## src/rtl/tx_port_pkg.sv

```systemverilog
// Shared types and helpers for the 64-bit TX port writer.
package tx_port_pkg;

   typedef enum logic [1:0] {
      IDLE,
      ACK,
      WRITE,
      WAIT_DROP
   } state_t;

   localparam int C_DATA_WIDTH     = 64;
   localparam int C_WORDS_PER_BEAT = 2;

   // Channel lengths are in 32-bit words; a trailing odd word still costs a full beat.
   function automatic logic [31:0] beats_from_words(input logic [31:0] len);
      logic [31:0] whole;
      logic [31:0] partial;
      whole   = len / 32'(C_WORDS_PER_BEAT);
      partial = ((len % 32'(C_WORDS_PER_BEAT)) != 32'd0) ? 32'd1 : 32'd0;
      return whole + partial;
   endfunction

endpackage

```

## src/rtl/tx_port_beat_counter.sv

```systemverilog
// Loadable down-counter tracking beats still to be accepted from the channel.
module tx_port_beat_counter #(
   parameter int W = 32
) (
   input  logic         clk,
   input  logic         rst_n,
   input  logic         load,
   input  logic [W-1:0] load_value,
   input  logic         dec,
   output logic         is_zero,
   output logic         is_one
);

   logic [W-1:0] count;

   always_ff @(posedge clk or negedge rst_n) begin
      if (!rst_n) begin
         count <= '0;
      end else if (load) begin
         count <= load_value;
      end else if (dec && (count != '0)) begin
         count <= count - W'(1);
      end
   end

   assign is_zero = (count == '0);
   assign is_one  = (count == W'(1));

endmodule

```

## src/rtl/tx_port_writer_64.sv

```systemverilog
// Moves one channel transaction's 64-bit beats into the TX buffer FIFO,
// announcing the length to the buffer and the transaction to the request logic.
module tx_port_writer_64 #(
   parameter int C_DATA_WIDTH       = tx_port_pkg::C_DATA_WIDTH,
   parameter int C_FIFO_DEPTH       = 512,
   parameter int C_FIFO_DEPTH_WIDTH = $clog2((2**$clog2(C_FIFO_DEPTH))+1),
   parameter int C_HEADROOM         = 3
) (
   input  logic                          CLK,
   input  logic                          RST,
   input  logic                          CHNL_TX,
   output logic                          CHNL_TX_ACK,
   input  logic                          CHNL_TX_LAST,
   input  logic [31:0]                   CHNL_TX_LEN,
   input  logic [30:0]                   CHNL_TX_OFF,
   input  logic [C_DATA_WIDTH-1:0]       CHNL_TX_DATA,
   input  logic                          CHNL_TX_DATA_VALID,
   output logic                          CHNL_TX_DATA_REN,
   output logic                          LEN_VALID,
   output logic                          LEN_LSB,
   output logic                          LEN_LAST,
   output logic [C_DATA_WIDTH-1:0]       WR_DATA,
   output logic                          WR_EN,
   input  logic [C_FIFO_DEPTH_WIDTH-1:0] WR_COUNT,
   output logic                          TXN_VALID,
   output logic [31:0]                   TXN_LEN,
   output logic [30:0]                   TXN_OFF,
   output logic                          TXN_LAST
);

   import tx_port_pkg::*;

   localparam int HALF = C_DATA_WIDTH / 2;

   state_t                    state;
   state_t                    state_next;
   logic [31:0]               len_q;
   logic [30:0]               off_q;
   logic                      last_q;
   logic                      ren_q;
   logic                      ren_d;
   logic                      wr_en_q;
   logic [C_DATA_WIDTH-1:0]   wr_data_q;
   logic [31:0]               load_beats;
   logic                      cnt_zero;
   logic                      cnt_one;
   logic                      room;
   logic                      accept;

   assign load_beats = beats_from_words(len_q);
   assign room       = (32'(WR_COUNT) + 32'(C_HEADROOM)) < 32'(C_FIFO_DEPTH);
   assign accept     = (state == WRITE) && ren_q && CHNL_TX_DATA_VALID;

   tx_port_beat_counter #(
      .W (32)
   ) beat_counter (
      .clk        (CLK),
      .rst_n      (RST),
      .load       (state == ACK),
      .load_value (load_beats),
      .dec        (accept),
      .is_zero    (cnt_zero),
      .is_one     (cnt_one)
   );

   always_ff @(posedge CLK or negedge RST) begin
      if (!RST) begin
         state <= IDLE;
         ren_q <= 1'b0;
      end else begin
         state <= state_next;
         ren_q <= ren_d;
      end
   end

   // REN is only granted for beats still owed, so the channel is never over-read.
   always_comb begin
      state_next = state;
      ren_d      = 1'b0;
      case (state)
         IDLE: begin
            if (CHNL_TX) state_next = ACK;
         end
         ACK: begin
            state_next = (load_beats == 32'd0) ? WAIT_DROP : WRITE;
            ren_d      = (load_beats != 32'd0) && room;
         end
         WRITE: begin
            if (accept && cnt_one) state_next = WAIT_DROP;
            ren_d = ((!cnt_zero && !cnt_one) || (cnt_one && !accept)) && room;
         end
         WAIT_DROP: begin
            if (!CHNL_TX) state_next = IDLE;
         end
         default: state_next = IDLE;
      endcase
   end

   always_ff @(posedge CLK or negedge RST) begin
      if (!RST) begin
         len_q  <= '0;
         off_q  <= '0;
         last_q <= 1'b0;
      end else if ((state == IDLE) && CHNL_TX) begin
         len_q  <= CHNL_TX_LEN;
         off_q  <= CHNL_TX_OFF;
         last_q <= CHNL_TX_LAST;
      end
   end

   // An odd word count leaves the top half of the final beat as padding.
   always_ff @(posedge CLK or negedge RST) begin
      if (!RST) begin
         wr_en_q   <= 1'b0;
         wr_data_q <= '0;
      end else begin
         wr_en_q <= accept;
         if (accept) begin
            if (cnt_one && len_q[0]) begin
               wr_data_q <= {{HALF{1'b0}}, CHNL_TX_DATA[HALF-1:0]};
            end else begin
               wr_data_q <= CHNL_TX_DATA;
            end
         end
      end
   end

   assign CHNL_TX_ACK      = (state == ACK);
   assign LEN_VALID        = (state == ACK);
   assign TXN_VALID        = (state == ACK);
   assign LEN_LSB          = len_q[0];
   assign LEN_LAST         = last_q;
   assign TXN_LEN          = len_q;
   assign TXN_OFF          = off_q;
   assign TXN_LAST         = last_q;
   assign CHNL_TX_DATA_REN = ren_q;
   assign WR_EN            = wr_en_q;
   assign WR_DATA          = wr_data_q;

endmodule

```

## config.mk

```make
export PLATFORM = sky130hd
export DESIGN_NAME = tx_port_writer_64
export DESIGN_NICKNAME = d
export VERILOG_FILES = /design/src/rtl/tx_port_pkg.sv /design/src/rtl/tx_port_beat_counter.sv /design/src/rtl/tx_port_writer_64.sv
export SDC_FILE = /design/constraint.sdc
export NUM_CORES = 1
export LEC_CHECK = 0
export ABC_AREA = 1
export ABC_CLOCK_PERIOD_IN_PS = 5570
export CAP_MARGIN = 40
export CORE_ASPECT_RATIO = 0.75
export CORE_MARGIN = 2
export CORE_UTILIZATION = 25
export DETAILED_ROUTE_END_ITERATION = 7
export HOLD_SLACK_MARGIN = 0.03
export PLACE_DENSITY = 0.53
export SLEW_MARGIN = 20
export SYNTH_ARGS = -nofsm -noshare
export SYNTH_HDL_FRONTEND = slang
export SYNTH_SLANG_ARGS = --single-unit
```

## constraint.sdc

```tcl
create_clock -name CLK -period 5.57 [get_ports CLK]
set_input_delay 1.114 -clock CLK [delete_from_list [all_inputs] [get_ports CLK]]
set_output_delay 1.114 -clock CLK [all_outputs]
set_load 0.005 [all_outputs]
```

* Yosys cells after proc, flatten, opt, wreduce, memory -nomap -nowiden
Cells that the tools add are included.
Storage, ports and cells: bits in registers 164, logic and storage cells 50
Operators by class: add/subtract/negate cells 3, order comparisons 1, eq/ne operators 7, multiplexer cells 10, reduce and logical (&&, ||, !) cells 21
Operator list (number):
- 32-bit logical NOT | 2
- 32-bit 2-to-1 mux | 2
- 64-bit 2-to-1 mux | 1
- 32-bit nonzero test | 2
- 31-bit by 1-bit adder with 32-bit output | 1
- 32-bit by 1-bit == test with 1-bit output, second input constant | 1
- 32-bit by 1-bit subtractor with 32-bit output, second input constant | 1
- 10-bit by 2-bit adder with 11-bit output, second input constant | 1
- 11-bit by 10-bit less-than comparator with 1-bit output, second input constant | 1
- 1-bit logical AND | 10
- 2-bit one-hot mux with 4 select lines | 1
- 2-bit 2-to-1 mux | 3
- 2-bit == test, second input constant | 2
- 2-bit != test, second input constant | 2
- 1-bit logical NOT | 3
- 3-bit AND reduction | 1
- 2-bit by 1-bit == test with 1-bit output, second input constant | 1
- 2-bit logical NOT | 1
- 1-bit 2-to-1 mux | 2
- 2-bit by 1-bit != test with 1-bit output, second input constant | 1
- 1-bit one-hot mux with 2 select lines | 1
- 2-bit nonzero test | 1
- 1-bit logical OR | 1

* Depth between registers and ports, before layout
word-level depth 8, mapped depth 16, depth with buffers taken out 16

* Cells and area by module
Synthesis repeated with hierarchy kept, for this count alone.
Second synthesis, totals: cell total of the unflattened synthesis 1124, area total of the unflattened synthesis 8971.1 um^2
By module, submodules not included:
- tx_port_writer_64 | instances 1, cells each 692, area an instance 6292.3 um^2, seq. area each 3303.2 um^2
- tx_port_beat_counter | instances 1, cells each 432, area an instance 2678.8 um^2, seq. area each 800.8 um^2

* Least setup slack after synthesis
OpenSTA, ideal clock, no wires.
path type input-to-reg, from input port CHNL_TX_DATA_VALID, to register wr_data_q[32], in the netlist WR_DATA[32], setup time 83 ps, data arrival time 2074 ps, path slack 3413 ps, stages 6, path buffers 2, cell sequence nand3_1 > inv_1 > clkbuf_1 > buf_1 > nand2_1 > o21ai_0
Between the ends: longest elaborated chain between the ends 1
RTL lines:
- start: declaration | line tx_port_writer_64.sv:17 | input logic CHNL_TX_DATA_VALID,
- 1-bit logical AND | line tx_port_writer_64.sv:52 | assign accept = (state == WRITE) && ren_q && CHNL_TX_DATA_VALID;
- end signal: assignment | line tx_port_writer_64.sv:120 | wr_data_q <= {{HALF{1'b0}}, CHNL_TX_DATA[HALF-1:0]};
- end: declaration | line tx_port_writer_64.sv:43 | logic [C_DATA_WIDTH-1:0] wr_data_q;
Every way passes these cells. A chain may end at the register's enable or synchronous reset.

* Final worst setup path
from register state[1], to register beat_counter.count[16]
Between the ends: longest elaborated chain between the ends 5, elaborated cells on any way between the ends 7, those cells by class eq/ne: 2; mux: 1; reduce/logical: 4
RTL lines:
- start: declaration | line tx_port_writer_64.sv:35 | state_t state;
- start signal: assignment | line tx_port_writer_64.sv:71 | state <= state_next;
- 2-bit == test | line tx_port_writer_64.sv:52
- 1-bit logical AND (2 in a row) | line tx_port_writer_64.sv:52
- 1-bit logical AND | line tx_port_beat_counter.sv:21 | end else if (dec && (count != '0)) begin
- 2-bit nonzero test (no line)
- end signal: assignment | line tx_port_beat_counter.sv:20 | count <= load_value;
- end signal: assignment | line tx_port_beat_counter.sv:22 | count <= count - W'(1);
- end: declaration | line tx_port_beat_counter.sv:14 | logic [W-1:0] count;
Parallel ways exist; a longest one is shown, timed or not.

==> out/metrics.yaml <==
yosys_warnings: 0
worst_ep_arrival_time_ps: 3430
synth_area_leaders: "dfrtp_1 (49%), nand2_1 (15%), mux2_2 (5.6%)"
synth_compound_area_frac: 0.08467
max_stage_delay_ps: 590
finalHoldViolations: 0
post_cts_buffers: 0
ir_worst_vdd_mv: 0.2364
worstPathCellList: "inv_1, ha_1, buf_4, clkinv_1, buf_4, nand2_2, inv_2, a31oi_1, o21ai_0, o21ai_1"
grt_pass1_wl_um: 42680
drt_iter0_drc: 478
power.density_nw_per_um2: 523.8
ctsHoldBuffers: 0
first_global_vias: 7465
cpMostUsedCell: "buf_4"
io_buffers: 276
leakage_nw: 5.365
drtAntennaViolNets: 0
drv_cap: 0
hold_class: "flop to flop"
synth-simple-area-share: 0.2809
routed_via_density: 4.353
layout_min_cycle_time_ps: 3075
clk_pin_slew_ps: 80
critPathLaunchType: "flop"
tightestPinTransition_ps: 761.2
synthXorXnorAreaFrac: 0.02496
setup_slack_ps: 2495
synth_top_family_by_area: "simple AND/OR/NAND/NOR gates"
wl_per_cell_um: 15.52
fp.dieW_um: 216.0
post-place-ws_ps: 2277
vias: 7613
cp-end-kind: "flop"
core-area_um2: 33380
initial_core_util: 0.2523
num-fill-cells: 3449
avgSynthCellArea_um2: 8.202
ys_seq_area_frac: 0.4872
synth_cell_types: 37
slew_headroom: 0.4925
fin_tns_setup_ps: 0
synth.mux.area_fraction: 0.05615
cts_max_path_buffers: 2
synth_top_area_share: 0.4872
cts_tree: "yes"
cp.required_ps: 5930
nets: 1437
postSynthCellCount: 1027
h-tree-depth: 4
cts_resized: 0
drc_errors: 0
synth_area_leader_cell: "dfrtp_1"
status: "finished, final reports clean"
cp.buffers_inverters: 5
grt_max_degree: 128
io_pins: 277
synthesis.nets: 1179
insertion_delay_ps: 450
dr.pass1.iters: 5
crit_fanout: 39
synth_seq_cells: 164
drive_gt1_frac: 0.09630
post-route-period-util: 0.5520
drv_slew: 0
crit_slowest_cell: "nand2_2"
place_congestion: 0.8695
rows: 58
fin_skew_ps: 14.31
cts_buffers: 17
drt_wl_total_um: 27140
setup_viol: 0
cp_top_family: "buffers and inverters"
grt_usage: 0.1549
area_delta_synth_final_pct: 44.80
cts-root-buf: "clkbuf_16"
syn_area_um2: 8423
power_mw: 6.389
antenna_found_initial: 0
dieHeight_um: 163.0
hpwl_um: 19770
critical_path_class: "flop to flop"
max_freq_ghz: 0.3252
rsz0062_at_grt: "no"
synthAdderAreaFrac: 0.01485
dieArea_um2: 35190
grt-ovfl-total: 0
cts_num_sinks: 164
metrics by stage:
| step | util | std cells | hold slack [ps] | cell area (µm²) |
|---|---|---|---|---|
| after floorplan | - | 1027 | 472.4 | 8423 |
| after global placement | 0.3480 | 1716 | 460.7 | 11620 |
| after detailed placement | 0.3481 | 1716 | 463.7 | 11620 |
| after CTS | 0.3653 | 1748 | 483.1 | 12190 |
| after global routing | 0.3653 | 1748 | 500.4 | 12190 |
| final | 0.3654 | 1749 | 479.7 | 12200 |
final cells by class:
cell class / count / area, µm² / area share
antenna: 1 / 2.502 / 0.0002052
sequential: 164 / 4104 / 0.3365
clock buffer: 18 / 429.2 / 0.03519
clock inverter: 14 / 143.9 / 0.01180
multi-input combinational: 760 / 3908 / 0.3204
inverter: 60 / 225.2 / 0.01847
timing repair buffer: 282 / 2821 / 0.2313
tap: 450 / 563.0 / 0.04616
cell families (layout without fill, tap and decap cells):
family | Yosys count | in the layout
AND/OR/NAND/NOR | 555 | 555
flip-flops | 164 | 164
AO/OA/AOI/OAI | 129 | 129
buffers and inverters | 103 | 374
multiplexers | 42 | 42
XOR/XNOR | 24 | 24
adder cells (fa/ha/maj) | 10 | 10
other | 0 | 1
path summary, 6_finish.rpt:
kind,end,cells past startpoint,from,slack [ps]
worst max-delay path,beat_counter.count[16]$_DFFE_PN0P_,10,state[1]$_DFFE_PN0P_,2500
worst min-delay path,WR_DATA[27]$_DFFE_PN0P_,2,WR_DATA[27]$_DFFE_PN0P_,480
worst max register to register,beat_counter.count[16]$_DFFE_PN0P_,10,state[1]$_DFFE_PN0P_,2500
worst min register to register,WR_DATA[27]$_DFFE_PN0P_,2,WR_DATA[27]$_DFFE_PN0P_,480
max in group asynchronous,WR_DATA[9]$_DFFE_PN0P_,2,RST,3930
min in group asynchronous,WR_DATA[43]$_DFFE_PN0P_,1,RST,590
Yosys cell counts:
cell and number:
nor3_2 1, o22ai_1 5, inv_2 3, nand4_2 2
o21ai_0 62, buf_2 3, nand2_2 7, a21oi_1 29
nor2_1 116, o311ai_0 1, inv_1 56, a31oi_1 3
dfrtp_1 164, buf_1 8, nand3_1 36, clkinv_1 1
xnor2_1 4, o21ai_1 13, nand2_4 2, a21oi_2 1
nand4_1 10, nor2_2 14, and2_1 3, xor2_1 20
nand3b_1 7, o31ai_2 2, nand2_1 339, buf_4 5
ha_1 10, o221ai_1 2, o211ai_1 11, buf_6 3
mux2_2 42, clkbuf_1 24, nor2_4 8, nor3_1 9
nor2_8 1
worst min-delay path, stage by stage (launching register included):
cell and delay (ps):
dfrtp_1 350, nand2_1 50, nand2_1 50
layer usage:
layer / vias to the layer above / GRT usage / share of wire
li1: 3826 / - / -
met1: 3561 / 0.2154 / 0.48
met2: 207 / 0.2287 / 0.43
met3: 19 / 0.04986 / 0.075
met4: 0 / 0.04608 / 0.013
met5: - / 0 / 0
power breakdown:
group          internal, mW  total (mW)  switching, mW  leakage [nW]
logic                  1.51        2.99           1.48          3.10
registers              1.74        2.22          0.479          1.99
clock network         0.628        1.18          0.554         0.265
total                  3.87        6.39           2.51          5.36
flip-flops by register name (all words and copies together), names as in the netlist:
signal / cells
WR_DATA: 64
WR_EN: 1
LEN_LAST: 1
TXN_LEN: 32
TXN_OFF: 31
state: 2
CHNL_TX_DATA_REN: 1
beat_counter.count: 32
cell usage in the layout, fill, tap and decap left out, types with 2 or more instances in the layout:
cell and n:
mux2_2 42, nand2_1 338, o21ai_1 13, nor3_1 9, ha_1 10, o21ai_0 62, o31ai_2 2, nand2_2 7
nand4_2 2, a31oi_1 3, xor2_1 20, clkinvlp_4 5, nand2_4 3, nand3b_1 7, xnor2_1 4, clkbuf_16 17
dfrtp_1 164, a21oi_1 29, o211ai_1 11, clkdlybuf4s50_1 275, and2_1 3, nor2_1 115, nor2_4 9, inv_2 4
inv_1 55, buf_4 5, o22ai_1 5, nand3_1 35, nand4_1 10, o221ai_1 2, nor2_2 14, inv_6 5
No activity file was read; power rests on OpenSTA's default activity.
